==> src/rtl/mem_pkg.sv <==
// Shared definitions for the store sequencer: size encodings, FSM states, byte-count helper.
package mem_pkg;

    localparam int DATA_W = 32;

    localparam logic [1:0] SZ_BYTE = 2'b00;
    localparam logic [1:0] SZ_HALF = 2'b01;
    localparam logic [1:0] SZ_WORD = 2'b10;

    typedef enum logic [1:0] {
        IDLE  = 2'd0,
        WRITE = 2'd1,
        FIN   = 2'd2
    } state_t;

    // Reserved encoding 2'b11 behaves as a word store.
    function automatic logic [2:0] size_to_n(input logic [1:0] size);
        case (size)
            SZ_BYTE: return 3'd1;
            SZ_HALF: return 3'd2;
            default: return 3'd4;
        endcase
    endfunction

endpackage

==> src/rtl/store_byte_sel.sv <==
// Picks the idx-th big-endian byte of the sized store data (byte uses [7:0], half uses [15:0]).
module store_byte_sel
    import mem_pkg::*;
(
    input  logic [DATA_W-1:0] data,
    input  logic [1:0]        size,
    input  logic [1:0]        idx,
    output logic [7:0]        byte_o
);

    always_comb begin
        byte_o = data[7:0];
        case (size)
            SZ_BYTE: byte_o = data[7:0];
            SZ_HALF: byte_o = idx[0] ? data[7:0] : data[15:8];
            default: begin
                case (idx)
                    2'd0:    byte_o = data[31:24];
                    2'd1:    byte_o = data[23:16];
                    2'd2:    byte_o = data[15:8];
                    default: byte_o = data[7:0];
                endcase
            end
        endcase
    end

endmodule

==> src/rtl/store_sequencer.sv <==
// Serialises one byte/half/word store into a byte-wide RAM, big-endian, one byte per cycle.
// Optional STORE_ALIGN_CHK_EN rejects misaligned half/word stores with an Err pulse.
//
// Handshake: Start is sampled only on an edge where the sequencer is in IDLE or FIN;
// Busy covers every cycle from the accepting edge through the Done cycle; Done (and Err)
// are single-cycle pulses; RamAddr/RamByte are meaningful only while RamWE=1.
module store_sequencer
    import mem_pkg::*;
#(
    parameter int ADDR_W = 32
)(
    input  logic              CLK,
    input  logic              Reset,
    input  logic              Start,
    input  logic [1:0]        Size,
    input  logic [ADDR_W-1:0] Addr,
    input  logic [DATA_W-1:0] WData,
    output logic [ADDR_W-1:0] RamAddr,
    output logic [7:0]        RamByte,
    output logic              RamWE,
    output logic              Busy,
    output logic              Done,
    output logic              Err,
    output state_t            dbg_state
);

    state_t            state_q, state_d;
    logic [1:0]        cnt_q, cnt_d;
    logic [1:0]        last_q, last_d;
    logic [ADDR_W-1:0] addr_q, addr_d;
    logic [DATA_W-1:0] data_q, data_d;
    logic [1:0]        size_q, size_d;
    logic [ADDR_W-1:0] ram_addr_q, ram_addr_d;
    logic [7:0]        ram_byte_q, ram_byte_d;
    logic              ram_we_q, ram_we_d;
    logic              busy_q, busy_d;
    logic              done_q, done_d;
    logic              err_q, err_d;

    logic [DATA_W-1:0] sel_data;
    logic [1:0]        sel_size;
    logic [1:0]        sel_idx;
    logic [7:0]        sel_byte;
    logic [2:0]        n_minus;
    logic              misalign;

    // Outputs are registered, so the selector looks one byte ahead: the incoming
    // request's first byte when accepting, else the next byte of the latched store.
    always_comb begin
        if (state_q == WRITE) begin
            sel_data = data_q;
            sel_size = size_q;
            sel_idx  = cnt_q + 2'd1;
        end else begin
            sel_data = WData;
            sel_size = Size;
            sel_idx  = 2'd0;
        end
    end

    store_byte_sel u_byte_sel (
        .data   (sel_data),
        .size   (sel_size),
        .idx    (sel_idx),
        .byte_o (sel_byte)
    );

    always_comb begin
`ifdef STORE_ALIGN_CHK_EN
        misalign = ((Size == SZ_HALF) && Addr[0]) || (Size[1] && (Addr[1:0] != 2'b00));
`else
        misalign = 1'b0;
`endif
    end

    always_comb begin
        state_d    = state_q;
        cnt_d      = cnt_q;
        last_d     = last_q;
        addr_d     = addr_q;
        data_d     = data_q;
        size_d     = size_q;
        ram_addr_d = ram_addr_q;
        ram_byte_d = ram_byte_q;
        ram_we_d   = 1'b0;
        busy_d     = busy_q;
        done_d     = 1'b0;
        err_d      = 1'b0;
        n_minus    = size_to_n(Size) - 3'd1;

        case (state_q)
            WRITE: begin
                busy_d = 1'b1;
                if (cnt_q == last_q) begin
                    state_d = FIN;
                    done_d  = 1'b1;
                end else begin
                    cnt_d      = cnt_q + 2'd1;
                    ram_we_d   = 1'b1;
                    ram_addr_d = ram_addr_q + ADDR_W'(1);
                    ram_byte_d = sel_byte;
                end
            end
            default: begin
                // IDLE and FIN both accept a request, which allows back-to-back stores.
                state_d = IDLE;
                busy_d  = 1'b0;
                if (Start) begin
                    addr_d = Addr;
                    data_d = WData;
                    size_d = Size;
                    last_d = n_minus[1:0];
                    cnt_d  = 2'd0;
                    busy_d = 1'b1;
                    if (misalign) begin
                        state_d = FIN;
                        done_d  = 1'b1;
                        err_d   = 1'b1;
                    end else begin
                        state_d    = WRITE;
                        ram_we_d   = 1'b1;
                        ram_addr_d = Addr;
                        ram_byte_d = sel_byte;
                    end
                end
            end
        endcase
    end

    always_ff @(posedge CLK or posedge Reset) begin
        if (Reset) begin
            state_q    <= IDLE;
            cnt_q      <= 2'd0;
            last_q     <= 2'd0;
            addr_q     <= '0;
            data_q     <= '0;
            size_q     <= SZ_BYTE;
            ram_addr_q <= '0;
            ram_byte_q <= 8'd0;
            ram_we_q   <= 1'b0;
            busy_q     <= 1'b0;
            done_q     <= 1'b0;
            err_q      <= 1'b0;
        end else begin
            state_q    <= state_d;
            cnt_q      <= cnt_d;
            last_q     <= last_d;
            addr_q     <= addr_d;
            data_q     <= data_d;
            size_q     <= size_d;
            ram_addr_q <= ram_addr_d;
            ram_byte_q <= ram_byte_d;
            ram_we_q   <= ram_we_d;
            busy_q     <= busy_d;
            done_q     <= done_d;
            err_q      <= err_d;
        end
    end

    assign RamAddr   = ram_addr_q;
    assign RamByte   = ram_byte_q;
    assign RamWE     = ram_we_q;
    assign Busy      = busy_q;
    assign Done      = done_q;
    assign Err       = err_q;
    assign dbg_state = state_q;

endmodule

==> config.mk <==
export PLATFORM = sky130hd
export DESIGN_NAME = store_sequencer
export DESIGN_NICKNAME = d
export VERILOG_FILES = /design/src/rtl/mem_pkg.sv /design/src/rtl/store_byte_sel.sv /design/src/rtl/store_sequencer.sv
export SDC_FILE = /design/constraint.sdc
export NUM_CORES = 1
export LEC_CHECK = 0
export CAP_MARGIN = 10
export CORE_MARGIN = 4
export CORE_UTILIZATION = 30
export DETAILED_ROUTE_END_ITERATION = 10
export HOLD_SLACK_MARGIN = 0.12
export PLACE_DENSITY_LB_ADDON = 0.1
export SLEW_MARGIN = 20
export SYNTH_ARGS = -nofsm -noshare
export SYNTH_HDL_FRONTEND = slang
export SYNTH_SLANG_ARGS = --single-unit
==> constraint.sdc <==
create_clock -name CLK -period 3.31 [get_ports CLK]
set_clock_uncertainty 0.2 [all_clocks]
set_input_delay 0.662 -clock CLK [delete_from_list [all_inputs] [get_ports CLK]]
set_output_delay 0.662 -clock CLK [all_outputs]
set_load 0.02 [all_outputs]
==> summary.md <==
| Metric | Value |
|---|---|
| Outcome | `completed` |
| WL per Instance | `18.3 um` |
| Worst EP arrival | `between 2 and 2.5 ns` |
| CTS Root Buffer Type | `clkbuf_16` |
| Power Density | `1000 mW/mm^2` |
| Cell Area, Synth | `0.00461 mm^2` |
| Top FF cell, synth | `dfrtp_1` |
| Final WL | `15200 um` |
| Power Internal | `3.50 mW` |
| Sw Pwr | `roughly 2.8 mW` |
| Layout Utilization | `0.415` |
| Top post-synthesis cells by area | `dfrtp_1, nand2_1, mux2i_1` |
| Ys Warns | `0` |
| Area growth, synth to finish | `36.3%` |
| Max_cap viols | `0` |
| Pre-Repair DR Iteration Count | `7` |
| Syn Nets | `596` |
| Fillcell total | `1520` |
| Kind of critical path | `reg -> reg` |
| Max stage delay on crit path | `0.50 ns` |
| Iter 0 DRT Violations | `310` |
| Reg2Reg Depth | `6` |
| Crit. End Element | `register` |
| Post-synthesis register bit count | `83` |
| Initial Util | `0.305` |
| Crit-path cells | `ha_1 -> and3_1 -> nand2_1 -> nor4_1 -> nor3_1 -> a211oi_1` |
| Leakage Power | `2.61 nW` |
| Switching share of power | `0.446` |
| Die height | `132 um` |
| Number of setup violations in the final report | `0` |
| Overall routing resource usage | `0.178` |
| Slew Limit Fails | `0` |
| Hold Buf Count CTS | `0` |
| DR DRC count | `0` |
| Postcts setup bufs | `0` |
| FF-to-FF End | `RamAddr[14]$_DFFE_PP0P_` |
| Boundary Pins | `115` |
| Flop pwr share | `0.323` |
| Reg clk slew, reported paths | `0.06 ns` |
| Vias in the first global route | `4648` |
| Critical path fanouts, max | `9` |
| Max-slew headroom | `0.520` |
| Fin Setup TNS | `0 ns` |
| Global-route wire length before repair | `25000 um` |
| Slew @ Worst Pin | `0.719 ns` |
| Die width | `132 um` |
| Hold Crit Depth | `2` |
| Critical Path RT | `3.37 ns` |
| Port buffer count | `113` |
| Post-layout nets | `709` |
| Worst Hold Class | `reg -> reg` |
| Worst-Skew Late Latency | `0.35 ns` |
| Cts bufs inserted | `9` |
| Layout cells sized above 1 | `0.0963` |
| Post-synth top area share | `0.450` |
| Full die area | `0.0174 mm^2` |
| Synth area leader | `dfrtp_1` |
| Fin crit share | `0.733` |
| Area of the multi-input gates | `approximately 0.0023 mm^2` |
| Top cells by count, synth | `nand2_1, dfrtp_1, nor2_1, o21ai_0, a21oi_1` |
| TritonCTS clock tree | `done` |
| CTS H-tree depth | `3` |
| Vias per cell | `roughly 5.3` |
| Max Root-Sink Buffers | `2` |
| Slowest cell on the critical path | `nor4_1` |
| Worst R2R Start | `RamAddr[0]$_DFFE_PP0P_` |
| Worst vdd ir | `382 uV` |
| Comb power frac | `0.530` |
| Pwr Total | `6.31 mW` |
| Antenna violations before repair | `0` |
| Final Instance Area | `between 0.006 and 0.007 mm^2` |
| Distinct cells, synth | `62` |
| RSZ-0062 raised after global routing | `no` |
| Post-Place Cell Area | `0.00601 mm^2` |
| Fmax | `412 MHz` |
| Final hold vios | `0` |
| Rows | `45` |
| R2r setup slk | `~0.9 ns` |
| Sequential share of the synthesized area | `0.450` |
| HP Start | `data_q[23]$_DFFE_PP0P_` |
| Ant. Diodes | `0` |
| Routed via count | `4439` |
| Most frequent cell after synthesis | `nand2_1` |
| Post-Syn Instances | `526` |
| Largest net degree at the start of global routing | `37` |
| Post-DRT Antenna Nets | `0` |
| Seq. cell area | `0.00208 mm^2` |
| Clock power share | `0.148` |
| Tmin final | `2.43 ns` |
| Post-synth EDFFs | `0` |
| Hold endpoint | `data_q[23]$_DFFE_PP0P_` |
| CP startpoint kind | `register` |
| GP Congestion | `0.860` |
| Remaining Overflow, GRT | `0` |
| Core area | `roughly 0.015 mm^2` |
| # clock sinks | `83` |
| Avg Inst Size Synth | `approximately 9 um^2` |
| FFs w/ async S/R, synth | `1.00` |
| Post-DP HPWL | `roughly 11000 um` |
| Post-cts resize count | `0` |
-- power groups by stage --
stage	sequential (mW)	combinational (mW)	clock, mW
2_1_floorplan	2.20	1.87	0
3_3_place_gp	2.03	3.31	0
3_5_place_dp	2.05	3.36	0
4_1_cts	2.04	3.37	0.962
5_1_grt	2.12	3.68	0.992
6_report	2.04	3.34	0.931
-- state kept, by name, summed over array words and instances, names as in the netlist --
signal     cells
Done           1
RamWE          1
last_q         2
size_q         2
RamByte        8
data_q        32
dbg_state      2
Busy           1
cnt_q          2
RamAddr       32
-- critical path: cells and delay by family, from the launching register on --
family / cells / cell delay [ns]
AND/OR/NAND/NOR: 4 / 1.26
adder cells (fa/ha/maj): 1 / 0.22
AO/OA/AOI/OAI: 1 / 0.21
flip-flops: 1 / 0.46
-- layout by cell type, fill, tap and decap left out, types with 7 or more instances in the layout --
cell type,instances
o21ai_0,32
buf_4,21
dfrtp_1,83
a21oi_1,29
nor2_1,33
nand2_1,142
nand4_1,14
clkbuf_16,9
a311oi_1,7
nand3_1,13
o22ai_1,20
clkdlybuf4s50_1,113
mux2i_1,18
nor3_1,10
mux4_2,7
-- per-stage QoR --
step | cells | hold WS, ns | worst slack (ns)
3_3_place_gp | 816 | 0.256 | 0.705
5_1_grt | 832 | 0.297 | 0.707
2_1_floorplan | 526 | 0.240 | 0.311
3_5_place_dp | 816 | 0.261 | 0.715
6_report | 832 | 0.269 | 0.883
4_1_cts | 832 | 0.278 | 0.871
-- cell families after synthesis --
kind of cell    synth area share
other cells             0.000813
compound gates             0.181
buf+inv                   0.0426
xor+xnor                  0.0114
mux                       0.0781
fa+ha+maj                0.00271
simple gates               0.233
flops                      0.450
-- layer usage --
| metal | part of all wire | global-route usage | routed length (um) |
|---|---|---|---|
| met1 | 0.44 | 0.228 | 6740 |
| met2 | 0.49 | 0.300 | 7450 |
| met3 | 0.049 | 0.0405 | 745 |
| met4 | 0.017 | 0.0578 | 262 |
| met5 | 0 | 0 | 0 |
-- worst max-delay path by stage --
stage	from	to	slack, ns
after floorplan	Reset	Busy$_DFF_PP0_	0.31
after global placement	Size[1]	RamByte[3]$_DFFE_PP0P_	0.71
after detailed placement	Size[0]	RamByte[3]$_DFFE_PP0P_	0.72
after CTS	RamAddr[0]$_DFFE_PP0P_	RamAddr[14]$_DFFE_PP0P_	0.87
after global routing	RamAddr[0]$_DFFE_PP0P_	RamAddr[14]$_DFFE_PP0P_	0.71
final	RamAddr[0]$_DFFE_PP0P_	RamAddr[14]$_DFFE_PP0P_	0.88
-- area by class of cell --
cell class                      instances  share of cell area
Tap cell                              188              0.0374
Inverter                                7             0.00438
Timing Repair Buffer                  136               0.211
Multi-Input combinational cell        402               0.373
Sequential cell                        83               0.330
Clock buffer                           10              0.0364
Clock inverter                          6             0.00677
Note: power is estimated with default switching activity, not from simulation.
==> edit, RTL diff (config.mk and constraints unchanged) <==
`addr_q`, `data_q`, `ram_addr_q` and `ram_byte_q` no longer have a reset.
--- a/src/rtl/store_sequencer.sv
+++ b/src/rtl/store_sequencer.sv
@@ -132,11 +132,7 @@
             state_q    <= IDLE;
             cnt_q      <= 2'd0;
             last_q     <= 2'd0;
-            addr_q     <= '0;
-            data_q     <= '0;
             size_q     <= SZ_BYTE;
-            ram_addr_q <= '0;
-            ram_byte_q <= 8'd0;
             ram_we_q   <= 1'b0;
             busy_q     <= 1'b0;
             done_q     <= 1'b0;
@@ -145,16 +141,19 @@
             state_q    <= state_d;
             cnt_q      <= cnt_d;
             last_q     <= last_d;
-            addr_q     <= addr_d;
-            data_q     <= data_d;
             size_q     <= size_d;
-            ram_addr_q <= ram_addr_d;
-            ram_byte_q <= ram_byte_d;
             ram_we_q   <= ram_we_d;
             busy_q     <= busy_d;
             done_q     <= done_d;
             err_q      <= err_d;
         end
+    end
+
+    always_ff @(posedge CLK) begin
+        addr_q     <= addr_d;
+        data_q     <= data_d;
+        ram_addr_q <= ram_addr_d;
+        ram_byte_q <= ram_byte_d;
     end
 
     assign RamAddr   = ram_addr_q;
Function: changed (a bounded check fails within 4 cycles, from zero or initial values and one cycle with Reset high).
==> edit against the original RTL <==
- total power down 6.3%
- cell area fell by 5.7%
- setup slack got worse by 1.5 ps
- area after synthesis decreased by 5.5%
- final cell count down 19%
- via count down 21%
- wire length is 23% lower
- sequential cell count did not move
==> edit: results <==
{
  "outcome": "finished clean",
  "hpwlAfterDp_um": 8260,
  "synth_nets": 454,
  "ff2ff_setup_slack_ps": 880,
  "ctsResizeCount": 0,
  "grt_max_degree": 45,
  "drt_wl_total_um": 11800,
  "min_path_type": "flip-flop to flip-flop",
  "crit_fanout": 33,
  "drive_gt1_share_pct": 7.47,
  "leakagePower_nw": 2.08,
  "timing.max_cap.violations": 0,
  "post-cts-setup-buffers": 0,
  "dp.cells": 659,
  "final_cells": 675,
  "place_congestion": 0.801,
  "viasPerCell": 5.17,
  "synth_edf_count": 72,
  "antenna_found_initial": 0,
  "yosysWarningCount": 0,
  "drt_pass1_iterations": 4,
  "grt_pass1_wl_um": 18600,
  "antenna_cells": 0,
  "synth_commonest_cells": "edfxtp_1 (72), nand2_1 (32), nor2_1 (30), mux2i_1 (24), o21ai_0 (21)",
  "drt_iter0_drc": 288,
  "syn_avg_cell_area_um2": 11.4,
  "insertion_delay_ps": 330,
  "cts_buffers": 9,
  "cts.path.max_buffers": 2,
  "fillers": 1356,
  "ctsRootBufferMaster": "clkbuf_16",
  "final_nets": 560,
  "peakVddDrop_mv": 0.328,
  "p_sw_mw": 2.36,
  "clk_pin_slew_ps": 60,
  "async_reset_ff_share_pct": 13.3,
  "gr-usage-all-layers_pct": 14.3,
  "synth_flop_cell": "edfxtp_1",
  "synth_top_cells_by_area": "edfxtp_1 (50%), dfrtp_1 (6.3%), mux2i_1 (5.5%)",
  "synth_cell_type_count": 44,
  "grt_pass1_vias": 3461,
  "htreeDepth": 3,
  "seq_area_frac_synth_pct": 55.9,
  "relSlewSlack_pct": 40.4,
  "port_buffers": 113
}
==> edit: through the flow <==
step | setup slack [ps] | instance area, um2 | total power, mW | hold WS [ps] | utilization (%)
3_3_place_gp | 635 | 5650 | 4.98 | 289 | 40.3
2_1_floorplan | 660 | 4360 | 3.84 | 266 | -
5_1_grt | 785 | 5930 | 6.32 | 313 | 42.2
3_5_place_dp | 610 | 5650 | 5.01 | 288 | 40.3
6_report | 881 | 5930 | 5.91 | 299 | 42.2
4_1_cts | 874 | 5930 | 6.00 | 302 | 42.2
==> edit: cell families after synthesis <==
group / Yosys count / synth area share (%)
other: 1 / 0.0860
and+or+nand+nor: 128 / 15.9
muxes: 25 / 5.77
buffers and inverters: 36 / 4.56
DFF: 83 / 55.9
AOI/OAI and AO/OA: 95 / 14.5
xor gates and xnor gates: 15 / 3.01
adders and majority gates: 1 / 0.287
==> edit: metal layers <==
| layer | part of all wire [%] | GRT usage (%) | wire length, um | vias to the layer above |
|---|---|---|---|---|
| met5 | 0 | 0 | 0 | - |
| met2 | 46 | 22.8 | 5430 | 112 |
| met4 | 1.4 | 4.82 | 159 | 0 |
| met1 | 46 | 19.3 | 5390 | 1662 |
| met3 | 6.6 | 3.24 | 778 | 12 |
| li1 | - | - | - | 1703 |
==> edit: final timing paths <==
| kind | from | end | depth (start not counted) |
|---|---|---|---|
| max | cnt_q[1] | RamAddr[10] | 4 |
| min | last_q[1] | last_q[1] | 2 |
| max reg2reg | cnt_q[1] | RamAddr[10] | 4 |
| min reg2reg | last_q[1] | last_q[1] | 2 |
| max in group asynchronous | Reset | size_q[1] | 2 |
| min in group asynchronous | Reset | RamWE | 2 |
==> edit: critical path, stage by stage, from the launching register on <==
cell,delay [ps]
dfrtp_1,930
xor2_1,250
nor3_1,120
nor2_4,330
buf_12,270
==> edit: final cells by class <==
cell class	count	area, um2	share of cell area (%)
clock inverters	4	41.3	0.696
repair buffers	123	1220	20.5
flip-flops and latches	83	2440	41.1
well taps	180	225	3.80
multi-input cells	265	1740	29.4
clock buffers	12	236	3.99
inverters	8	30.0	0.506
==> edit: power by group through the flow <==
stage / clock, mW / sequential, mW / combinational (mW)
after floorplan: 0 / 2.44 / 1.40
after global placement: 0 / 2.24 / 2.73
after detailed placement: 0 / 2.25 / 2.76
after CTS: 0.999 / 2.24 / 2.76
after global routing: 1.05 / 2.30 / 2.97
final: 0.962 / 2.23 / 2.72
